===== config.mk =====
export PLATFORM = sky130hd
export DESIGN_NAME = ifu_fetch
export DESIGN_NICKNAME = d
export VERILOG_FILES = /design/src/rtl/ifu_pkg.sv /design/src/rtl/ifu_fifo2.sv /design/src/rtl/ifu_fetch.sv
export SDC_FILE = /design/constraint.sdc
export NUM_CORES = 1
export LEC_CHECK = 0
export CORE_MARGIN = 4
export CORE_UTILIZATION = 45
export DETAILED_ROUTE_END_ITERATION = 10
export PLACE_DENSITY = 0.73
export SLEW_MARGIN = 10
export SYNTH_ARGS = -nofsm -noshare
export SYNTH_HDL_FRONTEND = slang
export SYNTH_SLANG_ARGS = --single-unit

===== constraint.sdc =====
create_clock -name clk -period 11.79 [get_ports clk]
set_input_delay 1.7685 -clock clk [delete_from_list [all_inputs] [get_ports clk]]
set_output_delay 1.7685 -clock clk [all_outputs]
set_load 0.1 [all_outputs]

===== src/rtl/ifu_pkg.sv =====
// Shared types and helpers for the instruction fetch unit.
package ifu_pkg;

  localparam int unsigned REG_WIDTH  = 64;
  localparam int unsigned INST_WIDTH = 32;
  localparam logic [63:0] RST_PC_DEFAULT = 64'h8000_0000;

  typedef enum logic [1:0] {
    IDLE,
    RUN,
    TRAP
  } state_t;

  typedef struct packed {
    logic [INST_WIDTH-1:0] inst;
    logic [REG_WIDTH-1:0]  pc;
    logic                  misalign;
  } fetch_entry_t;

  // Memory returns a doubleword; pc[2] picks the upper or lower word.
  function automatic logic [INST_WIDTH-1:0] select_inst(input logic [REG_WIDTH-1:0] rdata,
                                                        input logic upper);
    return upper ? rdata[63:32] : rdata[31:0];
  endfunction

endpackage


===== src/rtl/ifu_fifo2.sv =====
// Two-entry in-order queue of fetched instructions with flush.
module ifu_fifo2
  import ifu_pkg::*;
(
  input  logic         clk,
  input  logic         rst,
  input  logic         flush,
  input  logic         push,
  input  fetch_entry_t push_data,
  input  logic         pop,
  output fetch_entry_t head,
  output logic [1:0]   count
);

  fetch_entry_t slot0;
  fetch_entry_t slot1;
  logic [1:0]   cnt;
  logic         do_pop;

  assign do_pop = pop && (cnt != 2'd0);
  assign head   = slot0;
  assign count  = cnt;

  // Flush discards everything; a push in the same cycle lands in the emptied head slot.
  always_ff @(posedge clk or posedge rst) begin
    if (rst) begin
      slot0 <= '0;
      slot1 <= '0;
      cnt   <= '0;
    end else if (flush) begin
      cnt <= push ? 2'd1 : 2'd0;
      if (push) slot0 <= push_data;
    end else begin
      case ({push, do_pop})
        2'b01: begin
          slot0 <= slot1;
          cnt   <= cnt - 2'd1;
        end
        2'b10: begin
          if (cnt == 2'd0) slot0 <= push_data;
          else             slot1 <= push_data;
          cnt <= cnt + 2'd1;
        end
        2'b11: begin
          if (cnt == 2'd1) begin
            slot0 <= push_data;
          end else begin
            slot0 <= slot1;
            slot1 <= push_data;
          end
        end
        default: ;
      endcase
    end
  end

endmodule


===== src/rtl/ifu_fetch.sv =====
// Instruction fetch unit: owns the PC, issues doubleword reads, queues
// fetched instructions for decode and handles redirects.
module ifu_fetch
  import ifu_pkg::*;
#(
  parameter logic [63:0] RST_PC = RST_PC_DEFAULT,
  parameter int unsigned XLEN   = REG_WIDTH,
  parameter int unsigned ILEN   = INST_WIDTH
) (
  input  logic            clk,
  input  logic            rst,
  output logic            mem_req,
  output logic [XLEN-1:0] mem_addr,
  input  logic            mem_rvalid,
  input  logic [XLEN-1:0] mem_rdata,
  input  logic            redirect_valid,
  input  logic [XLEN-1:0] redirect_pc,
  output logic            inst_valid,
  input  logic            inst_ready,
  output logic [ILEN-1:0] inst,
  output logic [XLEN-1:0] inst_pc,
  output logic            inst_misalign
);

  state_t          state;
  logic [XLEN-1:0] pc;
  logic [XLEN-1:0] req_addr;
  logic            pending;
  logic            squash;

  fetch_entry_t    head;
  fetch_entry_t    push_data;
  logic            push;
  logic            pop;
  logic [1:0]      count;
  logic [1:0]      count_after;
  logic            deq;
  logic            issue;
  logic            req;
  logic            resp;
  logic            target_misaligned;
  logic [XLEN-1:0] pc_addr;

  ifu_fifo2 u_fifo (
    .clk      (clk),
    .rst      (rst),
    .flush    (redirect_valid),
    .push     (push),
    .push_data(push_data),
    .pop      (pop),
    .head     (head),
    .count    (count)
  );

  assign inst_valid    = (count != 2'd0);
  assign inst          = head.inst;
  assign inst_pc       = head.pc;
  assign inst_misalign = head.misalign;

  assign deq               = inst_valid && inst_ready;
  assign count_after       = count - {1'b0, deq};
  assign pc_addr           = {pc[XLEN-1:3], 3'b000};
  assign target_misaligned = (redirect_pc[1:0] != 2'b00);

  // An outstanding request keeps its own address so a redirect cannot disturb it.
  assign issue    = (state == RUN) && !pending && (count_after < 2'd2);
  assign req      = pending || issue;
  assign resp     = mem_rvalid && req;
  assign mem_req  = req && !rst;
  assign mem_addr = rst ? '0 : (pending ? req_addr : pc_addr);

  always_comb begin
    push      = 1'b0;
    push_data = '0;
    pop       = deq && !redirect_valid;
    if (redirect_valid) begin
      if (target_misaligned) begin
        push      = 1'b1;
        push_data = '{inst: '0, pc: redirect_pc, misalign: 1'b1};
      end
    end else if (resp && !squash) begin
      push      = 1'b1;
      push_data = '{inst: select_inst(mem_rdata, pc[2]), pc: pc, misalign: 1'b0};
    end
  end

  always_ff @(posedge clk or posedge rst) begin
    if (rst) begin
      state    <= IDLE;
      pc       <= RST_PC;
      req_addr <= '0;
      pending  <= 1'b0;
      squash   <= 1'b0;
    end else if (redirect_valid) begin
      pc    <= redirect_pc;
      state <= target_misaligned ? TRAP : RUN;
      if (req && !mem_rvalid) begin
        pending <= 1'b1;
        squash  <= 1'b1;
        if (!pending) req_addr <= pc_addr;
      end else begin
        pending <= 1'b0;
        squash  <= 1'b0;
      end
    end else begin
      if (state == IDLE) state <= RUN;
      if (resp) begin
        pending <= 1'b0;
        squash  <= 1'b0;
        if (!squash) pc <= pc + XLEN'(4);
      end else if (issue) begin
        pending  <= 1'b1;
        req_addr <= pc_addr;
      end
    end
  end

endmodule


Word level (Yosys, flattened, before mapping)
Cells that the tools add are included.
W data, S select, Z words.

word-level totals
  register bits = 328
  latch bits = 0
  memory bits (writable) = 0
  memory bits (read-only) = 0
  input bits = 133
  output and inout bits = 163
  logic and storage cells = 96
  memories kept = 0

operators by class
  add/subtract/negate cells = 4
  multiply operators = 0
  div/mod/pow operators = 0
  magnitude comparators = 1
  equal/unequal tests = 12
  shift operators = 0
  muxes and demuxes = 36
  bitwise operators = 1
  reductions and logical operators = 30

operators with widths
  kind                     count
  $mux W97                 8
  $mux W64                 9
  $pmux W97 S3             1
  $pmux W97 S2             1
  $mux W65                 1
  $add A64 B3 Y64 const B  1
  $mux W32                 1
  $reduce_bool A2 Y1       6
  $mux W1                  10
  $logic_and A1 B1 Y1      9
  $mux W2                  4
  $ne A2 B2 Y1 const B     4
  $eq A2 B1 Y1 const B     3
  $reduce_and A3 Y1        2
  $reduce_bool A3 Y1       2
  $logic_not A1 Y1         5
  $eq A2 B2 Y1 const B     2
  $logic_not A2 Y1         2
  $ne A2 B1 Y1 const B     2
  $pmux W2 S2              1
  $reduce_and A4 Y1        1
  $reduce_bool A4 Y1       1
  $ne A3 B2 Y1 const B     1
  $add A2 B1 Y2 const B    1
  6 further kinds          6

Depth between registers and ports, before layout
Gate-level depths: netlist (run 1).

  depth in word-level cells = 13
  depth in mapped cells = 12
  mapped depth without buffers = 8

Cells and area by module
A second synthesis (run 1) with hierarchy kept.

unflattened totals
  cell total of the unflattened synthesis = 1673
  area, all modules = 16549.6 um2

modules (own cells, without submodules)
  module     times used  cells each  area each (um2)  sequential area each (um2)
  ifu_fetch  1           914         8419.3           3304.4
  ifu_fifo2  1           759         8130.3           4904.7

Least setup slack after synthesis (run 1)
No wires, ideal clock.

  path type = input to output
  start = input inst_ready
  end = output mem_req
  arrival = 3571 ps
  data required time = 10022 ps
  path slack = 6450 ps
  cell stages on the path = 5
  path buffers = 1
  cell sequence = nand2b_1 buf_2 o21ai_2 a31oi_1 nor2_1

on the way
  cells in the longest elaborated chain, start to end = 6

RTL lines
  what                 RTL line         source
  from (decl)          ifu_fetch.sv:19  input logic inst_ready,
  $logic_and A1 B1 Y1  ifu_fetch.sv:60  assign deq = inst_valid && inst_ready;
  $sub A2 B1 Y2        ifu_fetch.sv:61  assign count_after = count - {1'b0, deq};
  $lt A2 B2 Y1         ifu_fetch.sv:66  assign issue = (state == RUN) && !pending && (count_after < 2'd2);
  $logic_and A1 B1 Y1  ifu_fetch.sv:66
  $logic_or A1 B1 Y1   ifu_fetch.sv:67  assign req = pending || issue;
  $logic_and A1 B1 Y1  ifu_fetch.sv:69  assign mem_req = req && !rst;
  to (decl)            ifu_fetch.sv:12  output logic mem_req,

No other way between the ends.

Worst setup path in the final report (run 1)
Same ends and word-level chain as after synthesis.

==> report_table.html, run 1 <==
<table>
<tr><th>Metric</th><th>Value</th></tr>
<tr><th colspan="2">Critical path</th></tr>
<tr><td>Slack of the worst reg-to-reg path</td><td>7.25 ns</td></tr>
<tr><td>Worst reg2reg startpoint</td><td>pending$_DFFE_PP0P_</td></tr>
<tr><td>Largest fanout on the critical path</td><td>9</td></tr>
<tr><td>Cells on worst reg2reg path</td><td>6</td></tr>
<tr><td>Setup crit end kind</td><td>primary output</td></tr>
<tr><td>Critical path class</td><td>primary input to primary output</td></tr>
<tr><td>CP startpoint kind</td><td>primary input</td></tr>
<tr><td>Crit path arrival time</td><td>4.32 ns</td></tr>
<tr><td>Crit path required time</td><td>about 10 ns</td></tr>
<tr><td>Worst r2r dst</td><td>u_fifo.head[87]$_DFFE_PP0P_</td></tr>
<tr><th colspan="2">CTS</th></tr>
<tr><td>Inserted Clock Buffers</td><td>37</td></tr>
<tr><td>Number of H-tree levels</td><td>2</td></tr>
<tr><td>Gates resized, CTS repair</td><td>0</td></tr>
<tr><td>Post-CTS Hold Buffers</td><td>0</td></tr>
<tr><td>Clock buffer depth</td><td>3</td></tr>
<tr><td>Clk slew on worst S/H paths</td><td>~0.050 ns</td></tr>
<tr><td>TritonCTS clock tree</td><td>yes</td></tr>
<tr><td>Setup repair bufs after CTS</td><td>0</td></tr>
<tr><td>Sinks on the clock net</td><td>328</td></tr>
<tr><td>Cell chosen for the clock root</td><td>sky130_fd_sc_hd__clkbuf_16</td></tr>
<tr><td>Clock Latency Late Sink</td><td>0.51 ns</td></tr>
<tr><th colspan="2">Timing</th></tr>
<tr><td>Worst setup skew after layout</td><td>~0.013 ns</td></tr>
<tr><td>Final critical-path required period</td><td>approximately 6 ns</td></tr>
<tr><td>Total count of max-transition violations in the final report</td><td>0</td></tr>
<tr><td>Achievable Freq</td><td>about 160 MHz</td></tr>
<tr><td>Setup ws final</td><td>5.71 ns</td></tr>
<tr><td>Ratio of final minimum period to clock period</td><td>0.516</td></tr>
<tr><td>Final hold violation count</td><td>0</td></tr>
<tr><td>Post-Route Setup TNS</td><td>0 ns</td></tr>
<tr><td>Worst slew margin relative to its limit</td><td>0.216</td></tr>
<tr><td>Setup violations, final</td><td>0</td></tr>
<tr><td>RSZ-0062 raised after global routing</td><td>false</td></tr>
<tr><td>Slew at the pin closest to its max-slew limit</td><td>between 1 and 1.5 ns</td></tr>
<tr><th colspan="2">Synth</th></tr>
<tr><td>Total of warnings raised by yosys</td><td>0</td></tr>
<tr><td>Post-synth top cells</td><td>sky130_fd_sc_hd__dfrtp_1 (327), sky130_fd_sc_hd__nand2_1 (196), sky130_fd_sc_hd__nor2_1 (191)</td></tr>
<tr><td>Largest cells by area after synthesis</td><td>sky130_fd_sc_hd__dfrtp_1 (50%), sky130_fd_sc_hd__mux2i_1 (6.1%), sky130_fd_sc_hd__nand2_1 (4.5%), sky130_fd_sc_hd__nor2_1 (4.4%), sky130_fd_sc_hd__mux2_2 (4.1%)</td></tr>
<tr><td>Number of enable-type register cells in the synthesized netlist</td><td>0</td></tr>
<tr><td>Synthesized cell area</td><td>between 15,000 and 20,000 um2</td></tr>
<tr><td>Gate count of the mapped netlist</td><td>around 1,700</td></tr>
<tr><td>Share of synthesized flip-flops with an asynchronous set or reset</td><td>1.00</td></tr>
<tr><td>Mean area per synthesized cell</td><td>around 9.7 um2</td></tr>
<tr><td>Most common cell in the netlist</td><td>sky130_fd_sc_hd__dfrtp_1</td></tr>
<tr><td>Most instantiated flip-flop cell in the synthesis netlist</td><td>sky130_fd_sc_hd__dfrtp_1</td></tr>
<tr><td>Yosys top cell by area</td><td>sky130_fd_sc_hd__dfrtp_1</td></tr>
<tr><td>Synthesized netlist net count</td><td>around 1,800</td></tr>
<tr><td>Yosys reg bits</td><td>between 300 and 400</td></tr>
<tr><td>Sequential area share after synthesis</td><td>0.503</td></tr>
<tr><td>Synth top area share</td><td>0.501</td></tr>
<tr><td>Synth cell types</td><td>a little under 70</td></tr>
<tr><th colspan="2">Cells and area</th></tr>
<tr><td>Layout cell share with drive strength beyond 1</td><td>0.0792</td></tr>
<tr><td>Area of the multi-input gates</td><td>between 7000 and 8000 um2</td></tr>
<tr><td>Final design instance area without fill</td><td>around 21,000 um2</td></tr>
<tr><td>Growth of design area from synthesis to finish</td><td>26.4%</td></tr>
<tr><td>Final net count</td><td>just over 2,000</td></tr>
<tr><td>Area used by sequential logic in the layout</td><td>slightly above 8000 um2</td></tr>
<tr><td>Filler cells</td><td>3,062</td></tr>
<tr><th colspan="2">Floorplan</th></tr>
<tr><td>Initial cell density of the core</td><td>0.458</td></tr>
<tr><td>Count of pins on the block boundary</td><td>a little under 300</td></tr>
<tr><td>Cell Rows</td><td>just under 70</td></tr>
<tr><td>Area of the die</td><td>39,400 um2</td></tr>
<tr><td>Die Ht</td><td>just under 200 um</td></tr>
<tr><td>Core region area</td><td>between 30,000 and 40,000 um2</td></tr>
<tr><td>Die Span X</td><td>~200 um</td></tr>
<tr><th colspan="2">Placed design</th></tr>
<tr><td>Cell Area, Placed</td><td>19,400 um2</td></tr>
<tr><td>Count of buffers inserted at the top-level ports</td><td>between 200 and 300</td></tr>
<tr><td>Routability cong.</td><td>between 0.8 and 0.9</td></tr>
<tr><td>Worst setup timing slack at the placement stage</td><td>about 5.7 ns</td></tr>
<tr><td>Post-DP HPWL</td><td>~32,000 um</td></tr>
<tr><th colspan="2">Detailed routing</th></tr>
<tr><td>DRC violations left</td><td>0</td></tr>
<tr><td>Via-to-Cell Ratio</td><td>between 5 and 6</td></tr>
<tr><td>Post-detailed-routing wire length</td><td>slightly above 50,000 um</td></tr>
<tr><td>First drt pass iteration count</td><td>5</td></tr>
<tr><td>Iteration-0 DRC Markers</td><td>between 1,000 and 1,500</td></tr>
<tr><td>Number of nets with antenna violations after routing</td><td>0</td></tr>
<tr><td>DR WL/cell</td><td>~21 um</td></tr>
<tr><td>Vias after detailed routing</td><td>about 14,000</td></tr>
<tr><th colspan="2">Power and ir drop</th></tr>
<tr><td>Fraction of power consumed by sequential logic</td><td>0.365</td></tr>
<tr><td>Sw frac</td><td>0.428</td></tr>
<tr><td>Maximum VDD drop</td><td>~0.18 mV</td></tr>
<tr><td>Internal Pwr Total</td><td>roughly 2800 uW</td></tr>
<tr><td>Sum of internal, switching and leakage power</td><td>roughly 4800 uW</td></tr>
<tr><td>Gate power share</td><td>0.396</td></tr>
<tr><td>Net switching component of the power</td><td>slightly above 2000 uW</td></tr>
<tr><td>Clock power share</td><td>0.239</td></tr>
<tr><td>Static leakage</td><td>~0.0082 uW</td></tr>
<tr><td>Power density of the placed cells</td><td>approximately 230 nW/um2</td></tr>
<tr><th colspan="2">Hold path</th></tr>
<tr><td>Hold Path Class</td><td>flop to flop</td></tr>
<tr><td>Worst hold path stage count</td><td>1</td></tr>
<tr><td>Endpoint, Worst Hold</td><td>req_addr[2]$_DFFE_PP0P_</td></tr>
<tr><td>Start point of the worst hold path</td><td>req_addr[2]$_DFFE_PP0P_</td></tr>
<tr><th colspan="2">GRT</th></tr>
<tr><td>Global-route wire length before repair</td><td>79,600 um</td></tr>
<tr><td>Maximum number of pins on one net before global-route repair</td><td>188</td></tr>
<tr><td>Number of antenna violations at the first check in global routing</td><td>4</td></tr>
<tr><td>Overflow after GRT</td><td>0</td></tr>
<tr><td>Global-route total usage across every layer</td><td>0.252</td></tr>
<tr><td>Number of global-route vias before repair</td><td>between 10,000 and 15,000</td></tr>
<tr><th colspan="2">Run status</th></tr>
<tr><td>Result of the run</td><td>finished, final reports clean</td></tr>
<tr><th colspan="2">Job</th></tr>
<tr><td>Maximum Capacitance Violations</td><td>0</td></tr>
</table>
## cell families (layout without fill, tap and decap cells)
family | after synthesis | count (layout) | share of synthesized area
buffers and inverters | 161 | 392 | 0.0425
adder cells (fa/ha/maj) | 3 | 3 | 0.00230
AND/OR/NAND/NOR | 602 | 602 | 0.167
other | 0 | 4 | 0
XOR/XNOR | 44 | 44 | 0.0236
AO/OA/AOI/OAI | 391 | 391 | 0.159
multiplexers | 160 | 160 | 0.103
flip-flops | 328 | 328 | 0.503
## flip-flops by register name, summed over array words and instances, names as in the netlist
signal and flops:
u_fifo.head 97, u_fifo.slot1 97, pc 64, req_addr 64, state 2, u_fifo.count 2
pending 1, squash 1
## worst max-delay path, stage by stage
cell and delay, ns:
sky130_fd_sc_hd__clkdlybuf4s50_1 0.52, sky130_fd_sc_hd__nand2b_1 0.23, sky130_fd_sc_hd__or3_1 0.39, sky130_fd_sc_hd__a31oi_1 0.31, sky130_fd_sc_hd__nor2_1 0.07, sky130_fd_sc_hd__clkdlybuf4s50_1 1.02
## worst max-delay path by stage
stage,start,to,slack (ns),depth (start not counted)
final,inst_ready,mem_req,5.71,6
after global routing,inst_ready,mem_req,5.57,6
after CTS,inst_ready,mem_req,5.70,6
after detailed placement,inst_ready,mem_req,5.70,6
after global placement,inst_ready,mem_req,5.74,6
after floorplan,rst,pc[0]$_DFFE_PP0P_,0.55,3
## power groups by stage
stage | Sequential [uW] | Combinational [uW] | Clock [uW]
after detailed placement | 1780 | 1920 | 0
final | 1770 | 1920 | 1160
after CTS | 1760 | 1930 | 1180
after floorplan | 2460 | 738 | 0
after global routing | 1820 | 2020 | 1220
after global placement | 1760 | 1890 | 0
## routing by layer
metal,wire length [um],vias up,track usage
li1,-,6469,-
met1,21800,7021,0.343
met5,0,-,0
met4,1820,0,0.0952
met2,24000,584,0.406
met3,3420,101,0.0422
## stage by stage
| stage | util | instances | hold WS (ns) |
|---|---|---|---|
| after CTS | 0.579 | 2381 | 0.487 |
| after detailed placement | 0.545 | 2319 | 0.470 |
| after global placement | 0.545 | 2319 | 0.458 |
| after global routing | 0.579 | 2384 | 0.503 |
| after floorplan | - | 1689 | 0.444 |
| final | 0.579 | 2385 | 0.485 |
## cell type report
cell class | instances | area share
antenna | 4 | 0.000485
tap | 461 | 0.0279
sequential | 328 | 0.398
timing repair buffer | 312 | 0.149
multi-input combinational | 1200 | 0.362
inverter | 18 | 0.00364
clock buffer | 56 | 0.0517
clock inverter | 6 | 0.00630
## cell usage in the layout, fill, tap and decap left out, drive strengths merged, types with 4 or more instances in the layout
master	count
and3	12
o21ai	55
nand3	92
mux2i	100
nand4	28
mux2	60
or3	7
dfrtp	327
a311o	4
a2bb2oi	8
nor4	13
a22oi	64
xnor2	21
diode	4
buf	19
nor2	191
nor2b	7
and2	15
o221ai	25
and4	12
bufinv	4
inv	17
o21a	4
xor2	23
nor3	21
clkdlybuf4s50	293
clkbuf	56
nand2	196
o211ai	65
a21oi	130
Note: power is estimated with default switching activity, not from simulation.
==> inputs of run 2 (changes only) <==
- PLACE_DENSITY: 0.73 -> 0.7
- clock period: 11.79 -> 5.8 ns (I/O delays scaled with it)
==> report_table.html, run 2 (synthesis gave the netlist of run 1 again) <==
<table>
<tr><th>Metric</th><th>Value</th></tr>
<tr><th colspan="2">Cells and area</th></tr>
<tr><td>Area of the multi-input gates</td><td>7480 um2</td></tr>
<tr><td>Growth of design area from synthesis to finish</td><td>27.5%</td></tr>
<tr><td>Fin cells</td><td>approximately 2,400</td></tr>
<tr><td>Area used by sequential logic in the layout</td><td>8210 um2</td></tr>
<tr><td>Most common cell after layout, fill and taps aside</td><td>sky130_fd_sc_hd__dfrtp_1</td></tr>
<tr><td>Leading cell types in the layout, fill and taps excluded</td><td>sky130_fd_sc_hd__dfrtp_1 (325), sky130_fd_sc_hd__clkdlybuf4s50_1 (293), sky130_fd_sc_hd__nand2_1 (195)</td></tr>
<tr><td>Layout cell share with drive strength beyond 1</td><td>0.0886</td></tr>
<tr><td>Final design instance area without fill</td><td>20,800 um2</td></tr>
<tr><td>Filler cells</td><td>3,066</td></tr>
<tr><td>Final net count</td><td>between 2,000 and 2,500</td></tr>
<tr><td>Post-layout utilization of the core</td><td>0.584</td></tr>
<tr><th colspan="2">CTS</th></tr>
<tr><td>Gates resized, CTS repair</td><td>0</td></tr>
<tr><td>Clock Latency Late Sink</td><td>0.52 ns</td></tr>
<tr><td>Post-CTS Hold Buffers</td><td>0</td></tr>
<tr><td>Setup repair bufs after CTS</td><td>0</td></tr>
<tr><td>Cell chosen for the clock root</td><td>sky130_fd_sc_hd__clkbuf_16</td></tr>
<tr><td>Number of H-tree levels</td><td>2</td></tr>
<tr><td>Clk slew on worst S/H paths</td><td>approximately 0.060 ns</td></tr>
<tr><td>Sinks on the clock net</td><td>328</td></tr>
<tr><td>Clock buffer depth</td><td>3</td></tr>
<tr><td>TritonCTS clock tree</td><td>yes</td></tr>
<tr><td>Inserted Clock Buffers</td><td>37</td></tr>
<tr><th colspan="2">Timing</th></tr>
<tr><td>RSZ-0062 raised after global routing</td><td>false</td></tr>
<tr><td>Worst slew margin relative to its limit</td><td>0.231</td></tr>
<tr><td>Achievable Freq</td><td>227 MHz</td></tr>
<tr><td>Slew at the pin closest to its max-slew limit</td><td>about 1.2 ns</td></tr>
<tr><td>Worst setup skew after layout</td><td>about 0.017 ns</td></tr>
<tr><td>Ratio of final minimum period to clock period</td><td>0.760</td></tr>
<tr><td>Final hold violation count</td><td>0</td></tr>
<tr><td>Post-Route Setup TNS</td><td>0 ns</td></tr>
<tr><td>Total count of max-transition violations in the final report</td><td>0</td></tr>
<tr><td>Final critical-path required period</td><td>4.41 ns</td></tr>
<tr><td>Setup violations, final</td><td>0</td></tr>
<tr><th colspan="2">Placed design</th></tr>
<tr><td>Routability cong.</td><td>around 0.8</td></tr>
<tr><td>Cell Area, Placed</td><td>19,500 um2</td></tr>
<tr><td>Count of buffers inserted at the top-level ports</td><td>between 200 and 300</td></tr>
<tr><td>Post-DP HPWL</td><td>33,000 um</td></tr>
<tr><td>Instance count after placement with tap cells included</td><td>about 2,300</td></tr>
<tr><th colspan="2">Critical path</th></tr>
<tr><td>Largest fanout on the critical path</td><td>9</td></tr>
<tr><td>Ordered list of cells on the worst path</td><td>inv_1 -&gt; ha_1 -&gt; nand2b_1 -&gt; o21ai_2 -&gt; a31oi_1 -&gt; nor2_1 -&gt; clkdlybuf4s50_1</td></tr>
<tr><td>Worst setup startpoint</td><td>u_fifo.count[0]$_DFFE_PP0P_</td></tr>
<tr><td>Slowest cell delay on critical path</td><td>approximately 1.2 ns</td></tr>
<tr><td>Buffers and inverters on the worst path</td><td>2</td></tr>
<tr><td>Cell with the biggest individual delay on the critical path</td><td>sky130_fd_sc_hd__clkdlybuf4s50_1</td></tr>
<tr><td>Crit path required time</td><td>4.93 ns</td></tr>
<tr><td>Critical path class</td><td>flop to primary output</td></tr>
<tr><td>Kind of cell with the highest combined delay on the critical path</td><td>buffers and inverters</td></tr>
<tr><td>CP startpoint kind</td><td>flop</td></tr>
<tr><td>Setup crit end kind</td><td>primary output</td></tr>
<tr><td>Crit path arrival time</td><td>~3.5 ns</td></tr>
<tr><td>Worst reg2reg startpoint</td><td>u_fifo.count[0]$_DFFE_PP0P_</td></tr>
<tr><th colspan="2">Floorplan</th></tr>
<tr><td>Count of pins on the block boundary</td><td>296</td></tr>
<tr><td>Cell Rows</td><td>69</td></tr>
<tr><td>Initial cell density of the core</td><td>0.458</td></tr>
<tr><td>Die Ht</td><td>199 um</td></tr>
<tr><td>Core region area</td><td>35,700 um2</td></tr>
<tr><td>Area of the die</td><td>39,400 um2</td></tr>
<tr><td>Die Span X</td><td>199 um</td></tr>
<tr><th colspan="2">Run status</th></tr>
<tr><td>Result of the run</td><td>finished, final reports clean</td></tr>
<tr><th colspan="2">Power and ir drop</th></tr>
<tr><td>Maximum VDD drop</td><td>between 0.4 and 0.5 mV</td></tr>
<tr><td>Power density of the placed cells</td><td>480 nW/um2</td></tr>
<tr><td>Static leakage</td><td>between 0.008 and 0.009 uW</td></tr>
<tr><td>Sum of internal, switching and leakage power</td><td>9990 uW</td></tr>
<tr><th colspan="2">Detailed routing</th></tr>
<tr><td>First drt pass iteration count</td><td>5</td></tr>
<tr><td>Number of nets with antenna violations after routing</td><td>0</td></tr>
<tr><td>Iteration-0 DRC Markers</td><td>1,071</td></tr>
<tr><td>Post-detailed-routing wire length</td><td>between 40,000 and 50,000 um</td></tr>
<tr><td>Vias after detailed routing</td><td>between 10,000 and 15,000</td></tr>
<tr><td>Via-to-Cell Ratio</td><td>about 5.9</td></tr>
<tr><td>DR WL/cell</td><td>around 21 um</td></tr>
<tr><td>DRC violations left</td><td>0</td></tr>
<tr><th colspan="2">GRT</th></tr>
<tr><td>Number of global-route vias before repair</td><td>around 14,000</td></tr>
<tr><td>Maximum number of pins on one net before global-route repair</td><td>132</td></tr>
<tr><td>Overflow after GRT</td><td>0</td></tr>
<tr><td>Global-route wire length before repair</td><td>around 80,000 um</td></tr>
<tr><td>Global-route total usage across every layer</td><td>0.245</td></tr>
<tr><td>Number of antenna violations at the first check in global routing</td><td>2</td></tr>
<tr><th colspan="2">Job</th></tr>
<tr><td>Maximum Capacitance Violations</td><td>0</td></tr>
<tr><th colspan="2">Hold path</th></tr>
<tr><td>Start point of the worst hold path</td><td>req_addr[1]$_DFFE_PP0P_</td></tr>
<tr><td>Hold Path Class</td><td>flop to flop</td></tr>
</table>
-- run 2: changes by cell type in the layout (fill, tap and decap cells not counted), moves of 2 or more --
cell                         change
sky130_fd_sc_hd__buf_12          +2
sky130_fd_sc_hd__buf_4           +5
sky130_fd_sc_hd__clkbuf_1        -8
sky130_fd_sc_hd__clkbuf_16       +2
sky130_fd_sc_hd__clkbuf_8        +3
sky130_fd_sc_hd__clkinv_2        +3
sky130_fd_sc_hd__clkinv_4        +2
sky130_fd_sc_hd__clkinvlp_4      +2
sky130_fd_sc_hd__diode_2         -2
-- run 2: through the flow --
stage               setup slack [ns]  hold slack [ns]
global route                    1.27            0.490
detailed placement              1.33            0.467
CTS                             1.39            0.480
finish                          1.39            0.482
floorplan                      0.103            0.444
global placement                1.45            0.461
-- run 2: worst reg2reg max path: stages, from the launching register on --
cell                       delay (ns)
sky130_fd_sc_hd__dfrtp_1         0.42
sky130_fd_sc_hd__inv_1           0.10
sky130_fd_sc_hd__ha_1            0.32
sky130_fd_sc_hd__nand2b_1        0.34
sky130_fd_sc_hd__o311a_1         0.38
sky130_fd_sc_hd__a22oi_2         0.78
sky130_fd_sc_hd__o21ai_1         0.26
sky130_fd_sc_hd__nand2_2         0.64
sky130_fd_sc_hd__buf_4           0.50
sky130_fd_sc_hd__o211ai_1        0.16
-- run 2: final timing paths --
path,endpoint,slack [ns],cells past startpoint
max,mem_req,1.39,7
min,req_addr[1]$_DFFE_PP0P_,0.48,1
max reg2reg,u_fifo.head[5]$_DFFE_PP0P_,1.77,9
min reg2reg,req_addr[1]$_DFFE_PP0P_,0.48,1
max in group asynchronous,u_fifo.slot1[86]$_DFFE_PP0P_,3.83,3
min in group asynchronous,u_fifo.slot1[63]$_DFFE_PP0P_,0.82,2
-- run 2: power breakdown --
part | total (uW) | internal, uW | switching (uW)
registers | 3620 | 3080 | 541
logic | 3880 | 1120 | 2760
clock network | 2480 | 1530 | 949
total | 9990 | 5740 | 4250
-- run 2: per-layer routing --
metal | share of wire | global-route usage
met1 | 0.44 | 0.351
met2 | 0.47 | 0.390
met3 | 0.069 | 0.0423
met4 | 0.024 | 0.0671
met5 | 0.00026 | 0
-- run 2: cell type report --
class	instances	share of cell area
sequential	328	0.395
multi-input combinational	1200	0.359
inverter	18	0.00343
tap	461	0.0277
clock buffer	53	0.0542
clock inverter	13	0.00860
antenna	2	0.000240
timing repair buffer	319	0.152
